**config.mk**
```make
export PLATFORM = sky130hd
export DESIGN_NAME = mult_div_unit
export DESIGN_NICKNAME = d
export VERILOG_FILES = /design/src/rtl/mult_div_unit_pkg.sv /design/src/rtl/mult_div_unit_sign_fix.sv /design/src/rtl/mult_div_unit.sv
export SDC_FILE = /design/constraint.sdc
export NUM_CORES = 1
export LEC_CHECK = 0
export CELL_PAD_IN_SITES_DETAIL_PLACEMENT = 0
export CELL_PAD_IN_SITES_GLOBAL_PLACEMENT = 2
export CORE_UTILIZATION = 36
export DETAILED_ROUTE_END_ITERATION = 6
export GPL_ROUTABILITY_DRIVEN = 0
export PLACE_DENSITY_LB_ADDON = 0.05
export RECOVER_POWER = 100
export SYNTH_ARGS = -nofsm -noshare
export SYNTH_HDL_FRONTEND = slang
export SYNTH_SLANG_ARGS = --single-unit
```
**constraint.sdc**
```tcl
create_clock -name clk -period 5.2 [get_ports clk]
set_clock_uncertainty 0.2 [all_clocks]
set_input_delay 1.04 -clock clk [delete_from_list [all_inputs] [get_ports clk]]
set_output_delay 1.04 -clock clk [all_outputs]
set_load 0.05 [all_outputs]
```
**src/rtl/mult_div_unit_pkg.sv**
```systemverilog
// mdu_pkg: shared definitions for the multiply/divide unit.
//   - operation encodings carried on the op port
//   - FSM state encoding
//   - default operand / HI-LO width
package mdu_pkg;

    localparam int MDU_WIDTH = 32;

    typedef enum logic [2:0] {
        MDU_MULT  = 3'b000,
        MDU_MULTU = 3'b001,
        MDU_DIV   = 3'b010,
        MDU_DIVU  = 3'b011,
        MDU_MTHI  = 3'b100,
        MDU_MTLO  = 3'b101
    } mdu_op_e;

    typedef enum logic [1:0] {
        IDLE = 2'b00,
        CALC = 2'b01,
        FIX  = 2'b10
    } mdu_state_e;

    // Signed variants (MULT, DIV) have op[0] clear.
    function automatic logic mdu_op_signed(input logic [2:0] op);
        return ~op[0];
    endfunction

endpackage

```
**src/rtl/mult_div_unit_sign_fix.sv**
```systemverilog
// mdu_sign_fix: combinational conditional two's-complement negate.
// Used as |x| when neg_i is the operand's sign bit, and as the result
// sign correction when neg_i is the expected result sign.
//   val_i [W-1:0]  value to pass through or negate
//   neg_i          1 = negate
//   res_o [W-1:0]  result
module mdu_sign_fix #(
    parameter int W = 32
) (
    input  logic [W-1:0] val_i,
    input  logic         neg_i,
    output logic [W-1:0] res_o
);

    // Negate or pass through.
    always_comb begin
        if (neg_i) begin
            res_o = ~val_i + {{(W-1){1'b0}}, 1'b1};
        end else begin
            res_o = val_i;
        end
    end

endmodule

```
**src/rtl/mult_div_unit.sv**
```systemverilog
// mult_div_unit: multi-cycle multiply/divide unit owning HI/LO.
// Multiply is shift-add on a 2*WIDTH accumulator, divide is restoring
// shift-subtract; both run on operand magnitudes and fix the sign at the end.
// Ports:
//   clk, rst_n        clock, asynchronous active-low reset
//   start, op         request pulse and op code (sampled only when idle)
//   reg1, reg2        multiplicand/dividend/MTHI-MTLO source, multiplier/divisor
//   busy, done        operation in flight, one-cycle result-written pulse
//   hi, lo            HI/LO registers
// Build option: MDU_EARLY_TERM_EN lets multiply leave CALC once the
// remaining multiplier bits are all zero (results identical, timing shorter).
module mult_div_unit
    import mdu_pkg::*;
#(
    parameter int WIDTH = MDU_WIDTH
) (
    input  logic             clk,
    input  logic             rst_n,
    input  logic             start,
    input  logic [2:0]       op,
    input  logic [WIDTH-1:0] reg1,
    input  logic [WIDTH-1:0] reg2,
    output logic             busy,
    output logic             done,
    output logic [WIDTH-1:0] hi,
    output logic [WIDTH-1:0] lo
);

    localparam int CNT_W = $clog2(WIDTH + 1);

    mdu_state_e           state_q, state_d;
    logic [CNT_W-1:0]     count_q, count_d;
    // Multiply: acc = partial product, opa = shifting multiplicand, opb = multiplier.
    // Divide:   acc = {remainder, dividend/quotient}, opa[WIDTH-1:0] = divisor.
    logic [2*WIDTH-1:0]   acc_q, acc_d;
    logic [2*WIDTH-1:0]   opa_q, opa_d;
    logic [WIDTH-1:0]     opb_q, opb_d;
    logic                 is_div_q, is_div_d;
    logic                 neg_res_q, neg_res_d;
    logic                 neg_rem_q, neg_rem_d;
    logic [WIDTH-1:0]     hi_q, hi_d, lo_q, lo_d;
    logic                 busy_q, busy_d, done_q, done_d;

    logic                 op_signed_s, a_neg_s, b_neg_s;
    logic [WIDTH-1:0]     a_mag_s, b_mag_s;
    logic [WIDTH:0]       div_shift_s;
    logic                 div_ge_s, div_zero_s;
    logic [WIDTH-1:0]     div_sub_s;
    logic                 calc_last_s, mul_last_s;
    logic [2*WIDTH-1:0]   prod_fix_s;
    logic [WIDTH-1:0]     quot_fix_s, rem_fix_s;

    assign op_signed_s = mdu_op_signed(op);
    assign a_neg_s     = op_signed_s & reg1[WIDTH-1];
    assign b_neg_s     = op_signed_s & reg2[WIDTH-1];

    mdu_sign_fix #(.W(WIDTH))     u_abs_a    (.val_i(reg1),                  .neg_i(a_neg_s),   .res_o(a_mag_s));
    mdu_sign_fix #(.W(WIDTH))     u_abs_b    (.val_i(reg2),                  .neg_i(b_neg_s),   .res_o(b_mag_s));
    mdu_sign_fix #(.W(2*WIDTH))   u_fix_prod (.val_i(acc_q),                 .neg_i(neg_res_q), .res_o(prod_fix_s));
    mdu_sign_fix #(.W(WIDTH))     u_fix_quot (.val_i(acc_q[WIDTH-1:0]),      .neg_i(neg_res_q), .res_o(quot_fix_s));
    mdu_sign_fix #(.W(WIDTH))     u_fix_rem  (.val_i(acc_q[2*WIDTH-1:WIDTH]), .neg_i(neg_rem_q), .res_o(rem_fix_s));

    // Restoring step: remainder shifted left with the next dividend bit.
    // The subtraction only matters when it does not borrow, so WIDTH bits suffice.
    assign div_shift_s = {acc_q[2*WIDTH-1:WIDTH], acc_q[WIDTH-1]};
    assign div_ge_s    = (div_shift_s >= {1'b0, opa_q[WIDTH-1:0]});
    assign div_sub_s   = div_shift_s[WIDTH-1:0] - opa_q[WIDTH-1:0];
    // With a zero divisor every step succeeds: the remainder ends up holding
    // the dividend magnitude, so only the quotient needs forcing.
    assign div_zero_s  = (opa_q[WIDTH-1:0] == {WIDTH{1'b0}});

    assign calc_last_s = (count_q == CNT_W'(WIDTH - 1));
`ifdef MDU_EARLY_TERM_EN
    // Multiplier has no set bits left after this edge's shift.
    assign mul_last_s  = (opb_q[WIDTH-1:1] == {(WIDTH-1){1'b0}});
`else
    assign mul_last_s  = 1'b0;
`endif

    // Next-state and datapath update.
    always_comb begin
        state_d   = state_q;
        count_d   = count_q;
        acc_d     = acc_q;
        opa_d     = opa_q;
        opb_d     = opb_q;
        is_div_d  = is_div_q;
        neg_res_d = neg_res_q;
        neg_rem_d = neg_rem_q;
        hi_d      = hi_q;
        lo_d      = lo_q;
        busy_d    = busy_q;
        done_d    = 1'b0;
        case (state_q)
            IDLE: begin
                if (start) begin
                    case (op)
                        MDU_MULT, MDU_MULTU: begin
                            opa_d     = {{WIDTH{1'b0}}, a_mag_s};
                            opb_d     = b_mag_s;
                            acc_d     = {(2*WIDTH){1'b0}};
                            is_div_d  = 1'b0;
                            neg_res_d = a_neg_s ^ b_neg_s;
                            neg_rem_d = 1'b0;
                            count_d   = {CNT_W{1'b0}};
                            busy_d    = 1'b1;
                            state_d   = CALC;
                        end
                        MDU_DIV, MDU_DIVU: begin
                            opa_d     = {{WIDTH{1'b0}}, b_mag_s};
                            opb_d     = {WIDTH{1'b0}};
                            acc_d     = {{WIDTH{1'b0}}, a_mag_s};
                            is_div_d  = 1'b1;
                            neg_res_d = a_neg_s ^ b_neg_s;
                            neg_rem_d = a_neg_s;
                            count_d   = {CNT_W{1'b0}};
                            busy_d    = 1'b1;
                            state_d   = CALC;
                        end
                        MDU_MTHI: hi_d = reg1;
                        MDU_MTLO: lo_d = reg1;
                        default: ;
                    endcase
                end else begin
                    state_d = IDLE;
                end
            end
            CALC: begin
                count_d = count_q + CNT_W'(1);
                if (is_div_q) begin
                    if (div_ge_s) begin
                        acc_d = {div_sub_s, acc_q[WIDTH-2:0], 1'b1};
                    end else begin
                        acc_d = {div_shift_s[WIDTH-1:0], acc_q[WIDTH-2:0], 1'b0};
                    end
                end else begin
                    if (opb_q[0]) begin
                        acc_d = acc_q + opa_q;
                    end else begin
                        acc_d = acc_q;
                    end
                    opa_d = opa_q << 1;
                    opb_d = opb_q >> 1;
                end
                if (calc_last_s || (!is_div_q && mul_last_s)) begin
                    state_d = FIX;
                end else begin
                    state_d = CALC;
                end
            end
            FIX: begin
                if (is_div_q) begin
                    hi_d = rem_fix_s;
                    lo_d = div_zero_s ? {WIDTH{1'b1}} : quot_fix_s;
                end else begin
                    hi_d = prod_fix_s[2*WIDTH-1:WIDTH];
                    lo_d = prod_fix_s[WIDTH-1:0];
                end
                done_d  = 1'b1;
                busy_d  = 1'b0;
                state_d = IDLE;
            end
            default: begin
                busy_d  = 1'b0;
                state_d = IDLE;
            end
        endcase
    end

    // State and datapath registers; reset aborts any operation in flight.
    always_ff @(posedge clk or negedge rst_n) begin
        if (!rst_n) begin
            state_q   <= IDLE;
            count_q   <= {CNT_W{1'b0}};
            acc_q     <= {(2*WIDTH){1'b0}};
            opa_q     <= {(2*WIDTH){1'b0}};
            opb_q     <= {WIDTH{1'b0}};
            is_div_q  <= 1'b0;
            neg_res_q <= 1'b0;
            neg_rem_q <= 1'b0;
            hi_q      <= {WIDTH{1'b0}};
            lo_q      <= {WIDTH{1'b0}};
            busy_q    <= 1'b0;
            done_q    <= 1'b0;
        end else begin
            state_q   <= state_d;
            count_q   <= count_d;
            acc_q     <= acc_d;
            opa_q     <= opa_d;
            opb_q     <= opb_d;
            is_div_q  <= is_div_d;
            neg_res_q <= neg_res_d;
            neg_rem_q <= neg_rem_d;
            hi_q      <= hi_d;
            lo_q      <= lo_d;
            busy_q    <= busy_d;
            done_q    <= done_d;
        end
    end

    assign busy = busy_q;
    assign done = done_q;
    assign hi   = hi_q;
    assign lo   = lo_q;

endmodule

```
======== Word level (Yosys, flattened, before mapping) ========
Cells that the tools add are included.
storage, ports and cells
  register bits ........................... 237
  latch bits .............................. 0
  memory bits (writable) .................. 0
  ROM bits ................................ 0
  input bits .............................. 70
  output and inout port bits .............. 66
  memories kept ........................... 0
cells by class
  add/sub/neg operators ................... 8
  multiply operators ...................... 0
  divide/modulo/power cells ............... 0
  $lt $le $gt $ge ......................... 1
  equality and inequality tests ........... 16
  shift operators ......................... 0
  muxes and demuxes ....................... 41
  bitwise logic cells ..................... 10
  reductions and logical operators ........ 17
operators with widths
  operator                                                         number
  64-bit one-hot mux with 2 select lines                           4
  64-bit 2-to-1 mux                                                7
  32-bit 2-to-1 mux                                                13
  32-bit one-hot mux with 2 select lines                           4
  32-bit by 1-bit adder with 32-bit output, second input constant  4
  32-bit inverter                                                  4
  64-bit by 1-bit adder with 64-bit output, second input constant  1
  64-bit adder                                                     1
  64-bit inverter                                                  1
  33-bit by 32-bit greater-or-equal comparator with 1-bit output   1
  32-bit zero test                                                 1
  32-bit subtractor                                                1
  3-bit AND reduction                                              6
  6-bit 2-to-1 mux                                                 2
  6-bit one-hot mux with 2 select lines                            1
  4-bit AND reduction                                              2
  6-bit by 1-bit adder with 6-bit output, second input constant    1
  3-bit by 2-bit == test with 1-bit output, second input constant  2
  3-bit == test, second input constant                             2
  6-bit by 5-bit == test with 1-bit output, second input constant  1
  2-bit 2-to-1 mux                                                 3
  2-bit inequality test, second input constant                     3
  3-bit inequality test, second input constant                     2
  1-bit one-hot mux with 2 select lines                            3
  other kinds (15)                                                 23

======== Longest topological paths before layout ========
Gate-level depths: netlist of the first run.
  word-level depth ........................ 6
  mapped depth ............................ 14
  mapped depth without buffers ............ 14

======== Modules after synthesis ========
From an unflattened synthesis of the first run, not the netlist that was laid out.
second synthesis, totals
  cells, all modules ...................... 2668
  area total of the unflattened synthesis .. 21846.0 um^2
modules (own cells, without submodules)
  module                      times used  cells an instance  area each (um^2)
  mult_div_unit               1           2075               17207.8
  mdu_sign_fix (u_abs_a ...)  4           99                 777.0
  mdu_sign_fix (u_fix_prod)   1           197                1530.2

======== Worst setup path before layout of the first run ========
OpenSTA, ideal clock, no wires.
  kind .................................... register -> register
  from .................................... reg acc_q[0]
  to ...................................... reg acc_q[54]
  setup time .............................. 0.120 ns
  arrival ................................. 3.387 ns
  required time ........................... 4.880 ns
  path slack .............................. 1.493 ns
  cell stages (with the launch flop) ...... 13
  path buffers ............................ 0
  period minus slack after synthesis ...... 3.707 ns
  cell sequence ........................... dfrtp_1 -> ha_1 -> fa_1 -> a211oi_1 -> o21ai_0 -> a211oi_1 -> nor3_1 -> o21ai_0 -> or3b_2 -> a21oi_1 -> o21bai_1 -> xnor2_1 -> a31o_2
between the ends
  longest elaborated chain between the ends .. 4
ends and longest elaborated chain
  item                                    line                  text
  start: declaration                      mult_div_unit.sv:35   logic [2*WIDTH-1:0] acc_q, acc_d;
  start signal: assignment                mult_div_unit.sv:175  acc_q <= {(2*WIDTH){1'b0}};
  64-bit adder                            mult_div_unit.sv:138  acc_d = acc_q + opa_q;
  64-bit 2-to-1 mux                       mult_div_unit.sv:137  if (opb_q[0]) begin
  64-bit 2-to-1 mux                       mult_div_unit.sv:130  if (is_div_q) begin
  64-bit one-hot mux with 2 select lines  mult_div_unit.sv:94   case (state_q)
No other way between the ends. The select of a mux whose other input is x is not followed.
A chain may end at the register's enable or synchronous reset.

======== Worst setup path after layout of the first run ========
  from .................................... reg opa_q[7]
  to ...................................... reg acc_q[42]
between the ends
  longest elaborated chain between the ends .. 4
  elaborated cells on any way between the ends .. 7
  classes of those cells .................. 2 x add/sub; 1 x order compare; 4 x mux
ends and longest elaborated chain
  item                                         line                                        text
  start: declaration                           mult_div_unit.sv:36                         logic [2*WIDTH-1:0] opa_q, opa_d;
  start signal: assignment                     mult_div_unit.sv:176                        opa_q <= {(2*WIDTH){1'b0}};
  start signal: assignment                     mult_div_unit.sv:189                        opa_q <= opa_d;
  64-bit adder (tied with other cells)         mult_div_unit.sv:138
  64-bit 2-to-1 mux, on equally long branches  mult_div_unit.sv:137, mult_div_unit.sv:131
  64-bit 2-to-1 mux *                          mult_div_unit.sv:130
  64-bit one-hot mux with 2 select lines *     mult_div_unit.sv:94
Mark *: on every way between the ends. The rest lies on a longest branch, timed or not. The select of a mux whose other input is x is not followed.

==> summary.md, run 1 <==
| Metric | Value |
|---|---|
| Fmax | 207 MHz |
| GRT overflow | 0 |
| Pre-antenna DRT Iters | 6 |
| Violated checks | max-capacitance violations, max-slew violations |
| Worst endpoint data arrival time | 5.06 ns |
| Post-route cell area | 0.0224 mm² |
| Diode count | 0 |
| Root Driver | clkbuf_16 |
| Syn avg cell area | 7.88 µm² |
| Post-synth EDFFs | 0 |
| DP Wirelength | 63000 µm |
| Initial antenna violation count | 1 |
| I/O Buffers | 135 |
| Pin count of the biggest net entering global routing | 91 |
| Unrepaired setup endpoints after global routing | no |
| Metal3 WL | 4980 µm |
| Vias | 19300 |
| Total CTS buffers | 34 |
| Fill count | 5343 |
| Die Wd | 232 µm |
| DRT antenna net count | 0 |
| Maximum VDD drop | 0.406 mV |
| Rel. slew slack | -0.753 |
| Pwr Total | 0.0185 W |
| Placed Area | 0.0214 mm² |
| Critical path data required time | 5.42 ns |
| Syn Std Cell Area | 0.0191 mm² |
| Final worst-path cycle share | 0.931 |
| First-pass GRT wire length | 120000 µm |
| Row count | 84 |
| Outcome | complete, but fails checks |
| CTS sink count | 237 |
| Final min period | 4.84 ns |
| Synth Instances | 2424 |
| Clock buffer depth | 3 |
| Multi-input gate area | 0.0124 mm² |
| Hold Path Class | reg -> reg |
| Clk pwr share | 0.128 |
| Depth of the CTS H-tree | 2 |
| Post-Synth XOR/XNOR Area | 0.0903 |
| Yosys Warn Count | 0 |
| Flop pwr share | 0.208 |
| Met2 WL | 33900 µm |
| Starting Density | 0.364 |
| Post-CTS setup buffer count | 0 |
| Worst-path cell chain | inv_1, ha_1, and4_1, o21a_1, o31a_1, o32a_1, a221o_1, a2bb2oi_2, clkbuf_1, mux2_2, a21oi_1, o21ai_0, o211a_1 |
| Multiplexer share of the synthesized area | 0.0187 |
| Simple-Gate Fraction of Synth Area | 0.179 |
| Slew Viols, Final | 347 |
| Residual DRC | 0 |
| Slowest stage delay, CP | 1.04 ns |
| Leakage | 9.58 nW |
| CTS tree | built |
| Crit path max-delay cell type | clkbuf_1 |
| Dominant synthesized flop cell | dfrtp_1 |
| Synth Area in Compound Gates | 0.291 |
| Sw Ratio | 0.535 |
| Wire length per cell | 25.0 µm |
| Via-to-Cell Ratio | 5.95 |
| DP Worst Slack | 0.525 ns |
| Met1 wire length | 38900 µm |
| Internal | 0.00861 W |
| Largest cells by area after synthesis | dfrtp_1 31%, o21ai_0 7.3%, ha_1 6.5% |
| DR top layer | met4 |
| WS Path Type | reg -> reg |
| Worst setup margin | 0.361 ns |
| Yosys reg bits | 237 |
| Commonest non-fill, non-tap cell in the layout | nand2_1 |
| PostCTS Resize Cnt | 0 |
| Critical Path Sink Type | register |
| Pwr/cell area | 827 mW/mm² |
| Register area | 0.00593 mm² |
| Worst-path clk slew | 0.06 ns |
| Hold Buf Count CTS | 0 |
| Largest family of logic cells by synthesized area | compound AO/OA/AOI/OAI gates |
| Net count after synthesis | 2596 |
| Clock Latency Late Sink | 0.56 ns |
| IO Count | 136 |
| Worst Max-Slew Pin Slew | 2.63 ns |
| Gr usage total | 0.297 |
| Layout Nets | 2698 |
| Iter 0 DRT Violations | 2091 |
| Synth Area in Adders | 0.0676 |
| Die height | 232 µm |
| Post-synth cell types | 80 |
| Core Area | 0.0524 mm² |
| Logic pwr share | 0.664 |
| Leading area contributor after synthesis | dfrtp_1 |
| Share of layout cells above drive strength 1 | 0.0584 |
| Async SR Flop Fraction | 1.00 |
| Register area share after synthesis | 0.310 |
| Hold Violations, Final | 0 |
| Post-synth top area share | 0.310 |
| WL final | 80900 µm |
| Max FO, Critical Path | 24 |
| P_sw | 0.00991 W |
| Vias in the first global route | 18000 |
| Final Setup Violations | 0 |
| Die area | 0.0540 mm² |
| P&R area growth vs syn | 17.3% |
| Most frequent cells in the layout | 310 x nand2_1, 280 x o21ai_0, 237 x dfrtp_1 |
| Total negative setup slack | 0 ns |
| Critical path startpoint category | register |
| Max cap viols | 7 |
==> registers in the layout (all words and copies together), names as in the netlist <==
| signal | flops |
|---|---|
| busy | 1 |
| acc_q | 64 |
| lo | 32 |
| hi | 32 |
| opb_q | 32 |
| done | 1 |
| state_q | 2 |
| is_div_q | 1 |
| count_q | 6 |
| neg_rem_q | 1 |
| neg_res_q | 1 |
| opa_q | 64 |
==> routing by layer <==
| layer | vias to the layer above | global-route usage |
|---|---|---|
| met5 | - | 0 |
| met4 | 0 | 0.108 |
| met3 | 138 | 0.0320 |
| met2 | 747 | 0.433 |
| met1 | 9287 | 0.446 |
| li1 | 9084 | - |
==> layout make-up <==
| class | count | share of cell area |
|---|---|---|
| timing repair buffer | 205 | 0.0813 |
| multi-input combinational | 1967 | 0.552 |
| tap | 688 | 0.0384 |
| inverter | 81 | 0.0136 |
| sequential | 237 | 0.265 |
| clock inverter | 11 | 0.00575 |
| clock buffer | 50 | 0.0438 |
==> worst paths after layout <==
path                           from         to  slack [ns]  cells past startpoint
max                        opa_q[7]  acc_q[42]        0.36                     13
min                          lo[20]     lo[20]        0.27                      2
max reg2reg                opa_q[7]  acc_q[42]        0.36                     13
min reg2reg                  lo[20]     lo[20]        0.27                      2
max in group asynchronous     rst_n   opa_q[0]        1.06                      2
min in group asynchronous     rst_n     hi[27]        1.08                      1
==> power groups by stage <==
stage / Combinational [W] / Clock (W) / Sequential [W]
6_report: 0.0123 / 0.00237 / 0.00385
5_1_grt: 0.0134 / 0.00250 / 0.00394
4_1_cts: 0.0123 / 0.00242 / 0.00382
3_5_place_dp: 0.0123 / 0 / 0.00386
3_3_place_gp: 0.0122 / 0 / 0.00384
2_1_floorplan: 0.00784 / 0 / 0.00428
==> through the flow <==
step,utilization,hold WS [ns],cells
final,0.427,0.269,3239
after global routing,0.427,0.301,3239
after CTS,0.429,0.282,3239
after detailed placement,0.408,0.270,3178
after global placement,0.408,0.261,3178
after floorplan,-,0.242,2424
==> cells by family after synthesis <==
| logic type | after synthesis |
|---|---|
| AO/OA/AOI/OAI | 889 |
| XOR/XNOR | 197 |
| adder cells (fa/ha/maj) | 102 |
| buffers and inverters | 220 |
| flip-flops | 237 |
| multiplexers | 34 |
| AND/OR/NAND/NOR | 745 |
==> cell usage after synthesis (all sizes together), types with 16 or more instances <==
master  instances
nand2         310
xor2           78
a21o           44
a221oi         18
o21bai         22
dfrtp         237
o22ai          35
nand4          32
nor4           21
a22o           36
nor3           55
a31oi          20
ha            100
xnor2         119
o211ai         16
a22oi          32
nand2b         23
a211oi         46
mux2i          20
o21a           16
clkbuf        124
inv            81
nor2          185
nand3          28
o21ai         287
a21oi         214
o31ai          24
==> worst max-delay path: cells and delay by family, from the launching register on <==
family	cells	cell delay, ns
AOI/OAI and AO/OA	8	1.68
adders and majority gates	1	0.39
buffers and inverters	2	1.18
DFF	1	0.49
muxes	1	0.43
and+or+nand+nor	1	0.31
No activity file was read; power rests on OpenSTA's default activity.
==> run 2, diff against run 1 <==
--- a/config.mk
+++ b/config.mk
@@ -17 +17,2 @@
 export SYNTH_SLANG_ARGS = --single-unit
+export TNS_END_PERCENT = 1
==> constraint.sdc (replaced) <==
create_clock -name clk -period 4.6 [get_ports clk]
set_clock_uncertainty 0.2 [all_clocks]
set_input_delay 0.69 -clock clk [delete_from_list [all_inputs] [get_ports clk]]
set_output_delay 0.69 -clock clk [all_outputs]
set_load 0.05 [all_outputs]
==> run 2 against run 1 <==
Effect of this change:
- the run still ends with max-capacitance violations, max-slew violations left
- highest routed layer unchanged
- global-route usage rose by 0.59 points
- worst hold slack got worse by 0.0031 ns
- non-clock buffer count grew 48
- largest power group unchanged
- wire length grew 1.3%
- die area did not move
- critical endpoint is now acc_q[54]
- largest cell class unchanged
==> summary.md, run 2 (same netlist as run 1, synthesis figures left out) <==
| Metric | Value |
|---|---|
| Maximum VDD drop | 0.525 mV |
| Worst-path clk slew | 0.06 ns |
| P&R area growth vs syn | 19.3% |
| CP Launch Point | opa_q[0] |
| Total negative setup slack | 0 ns |
| Hold Violations, Final | 0 |
| Rel. slew slack | -0.594 |
| Critical path data required time | 4.85 ns |
| Starting Density | 0.364 |
| Logic pwr share | 0.688 |
| DP Wirelength | 64700 µm |
| Hold Path Origin | lo[28] |
| Commonest non-fill, non-tap cell in the layout | nand2_1 |
| Pwr/cell area | 941 mW/mm² |
| Gr usage total | 0.303 |
| Unrepaired setup endpoints after global routing | no |
| Final Util | 0.434 |
| Iter 0 DRT Violations | 2181 |
| Final min period | 4.33 ns |
| Leading registers by flop count | acc_q (64), opa_q (64) |
| Share of layout cells above drive strength 1 | 0.0748 |
| Wire length per cell | 25.0 µm |
| Depth of the CTS H-tree | 2 |
| Worst Max-Slew Pin Slew | 2.39 ns |
| First-pass GRT wire length | 122000 µm |
| Clock Latency Late Sink | 0.56 ns |
| Leakage | 9.80 nW |
| Die Wd | 232 µm |
| IO Count | 136 |
| Max cap viols | 4 |
| WL final | 82000 µm |
| Core Area | 0.0524 mm² |
| CTS sink count | 237 |
| Sw Ratio | 0.535 |
| GRT overflow | 0 |
| DRT antenna net count | 0 |
| Clock buffer depth | 3 |
| Max FO, Critical Path | 5 |
| Row count | 84 |
| Pre-antenna DRT Iters | 6 |
| Worst-path cell chain | ha_1, fa_1, a211oi_1, o21ai_0, a211oi_1, buf_4, nor3_1, o21ai_0, or3b_2, a21oi_1, o21bai_1, xnor2_1, a31o_2 |
| Critical path startpoint category | register |
| Worst r2r src | opa_q[0] |
| Post-CTS setup buffer count | 0 |
| R2R setup slack | 0.27 ns |
| Slowest stage delay, CP | 0.51 ns |
| Die area | 0.0540 mm² |
| Hold Path Class | reg -> reg |
| Internal | 0.00998 W |
| WS Path Type | reg -> reg |
| Final Setup Violations | 0 |
| Fmax | 231 MHz |
| Placed Area | 0.0218 mm² |
| Critical Path Sink | acc_q[54] |
| Total CTS buffers | 34 |
| Violated checks | max-capacitance violations, max-slew violations |
| Post-route cell area | 0.0228 mm² |
| Via-to-Cell Ratio | 5.96 |
| Flop pwr share | 0.189 |
| CTS tree | built |
| R2R Path End | acc_q[54] |
| Clk pwr share | 0.124 |
| Outcome | complete, but fails checks |
| Pin count of the biggest net entering global routing | 92 |
| Slew Viols, Final | 222 |
| I/O Buffers | 135 |
| Diode count | 0 |
| Vias in the first global route | 18300 |
| Initial antenna violation count | 0 |
| Crit path max-delay cell type | or3b_2 |
| P_sw | 0.0115 W |
| Die height | 232 µm |
| Worst endpoint data arrival time | 4.58 ns |
| Critical Path Sink Type | register |
| PostCTS Resize Cnt | 0 |
| Residual DRC | 0 |
| Root Driver | clkbuf_16 |
| Vias | 19500 |
| Depth of the most critical reg-to-reg path | 13 |
| Layout Nets | 2746 |
| Hold Buf Count CTS | 1 |
| Most frequent cells in the layout | 309 x nand2_1, 281 x o21ai_0, 237 x dfrtp_1 |
| Final worst-path cycle share | 0.941 |
run 2: changes by cell type in the layout (fill, tap and decap cells not counted), sizes merged:
cell	before	now
buf	55	103
clkbuf	66	64
clkdlybuf4s50	65	64
clkinv	5	2
dlygate4sd3	69	71
inv	83	82
run 2: through the flow:
step                total power, W  setup WS, ns  hold WS, ns  cells
floorplan                   0.0137         0.893        0.194   2424
global placement            0.0187         0.365        0.259   3225
detailed placement          0.0187         0.313        0.268   3225
CTS                         0.0214         0.284        0.281   3282
global route                0.0230        0.0946        0.292   3282
finish                      0.0214         0.272        0.266   3282
run 2: per-layer routing:
| metal | vias up | global-route usage | wire length [µm] |
|---|---|---|---|
| li1 | 9161 | - | - |
| met1 | 9463 | 0.454 | 38900 |
| met2 | 816 | 0.438 | 34100 |
| met3 | 108 | 0.0429 | 6080 |
| met4 | 0 | 0.104 | 2920 |
| met5 | - | 0 | 0 |
run 2: final cells by class:
type	count	area [µm²]
repair buffers	253	2210
multi-input cells	1967	12400
inverters	81	304
clock buffers	49	998
clock inverters	7	93.8
well taps	688	861
fillers	5358	29700
flip-flops and latches	237	5930
run 2: critical path: cells and delay by family, from the launching register on:
kind	cells	cell delay [ns]
compound gates	7	2.00
xor+xnor	1	0.16
fa+ha+maj	2	0.68
buf+inv	1	0.18
flops	1	0.42
simple gates	2	0.58
run 2: how the worst min path moves through the flow:
stage	to	slack [ns]	depth (start not counted)
2_1_floorplan	acc_q[0]	0.19	0
6_report	lo[28]	0.27	2
3_5_place_dp	neg_rem_q	0.27	2
5_1_grt	lo[3]	0.29	2
4_1_cts	neg_rem_q	0.28	2
3_3_place_gp	neg_rem_q	0.26	2
run 2: power groups by stage:
stage,Combinational [W],Sequential [W],Clock (W)
2_1_floorplan,0.00887,0.00484,0
3_3_place_gp,0.0146,0.00404,0
3_5_place_dp,0.0146,0.00407,0
4_1_cts,0.0147,0.00404,0.00271
5_1_grt,0.0160,0.00415,0.00278
6_report,0.0147,0.00405,0.00265
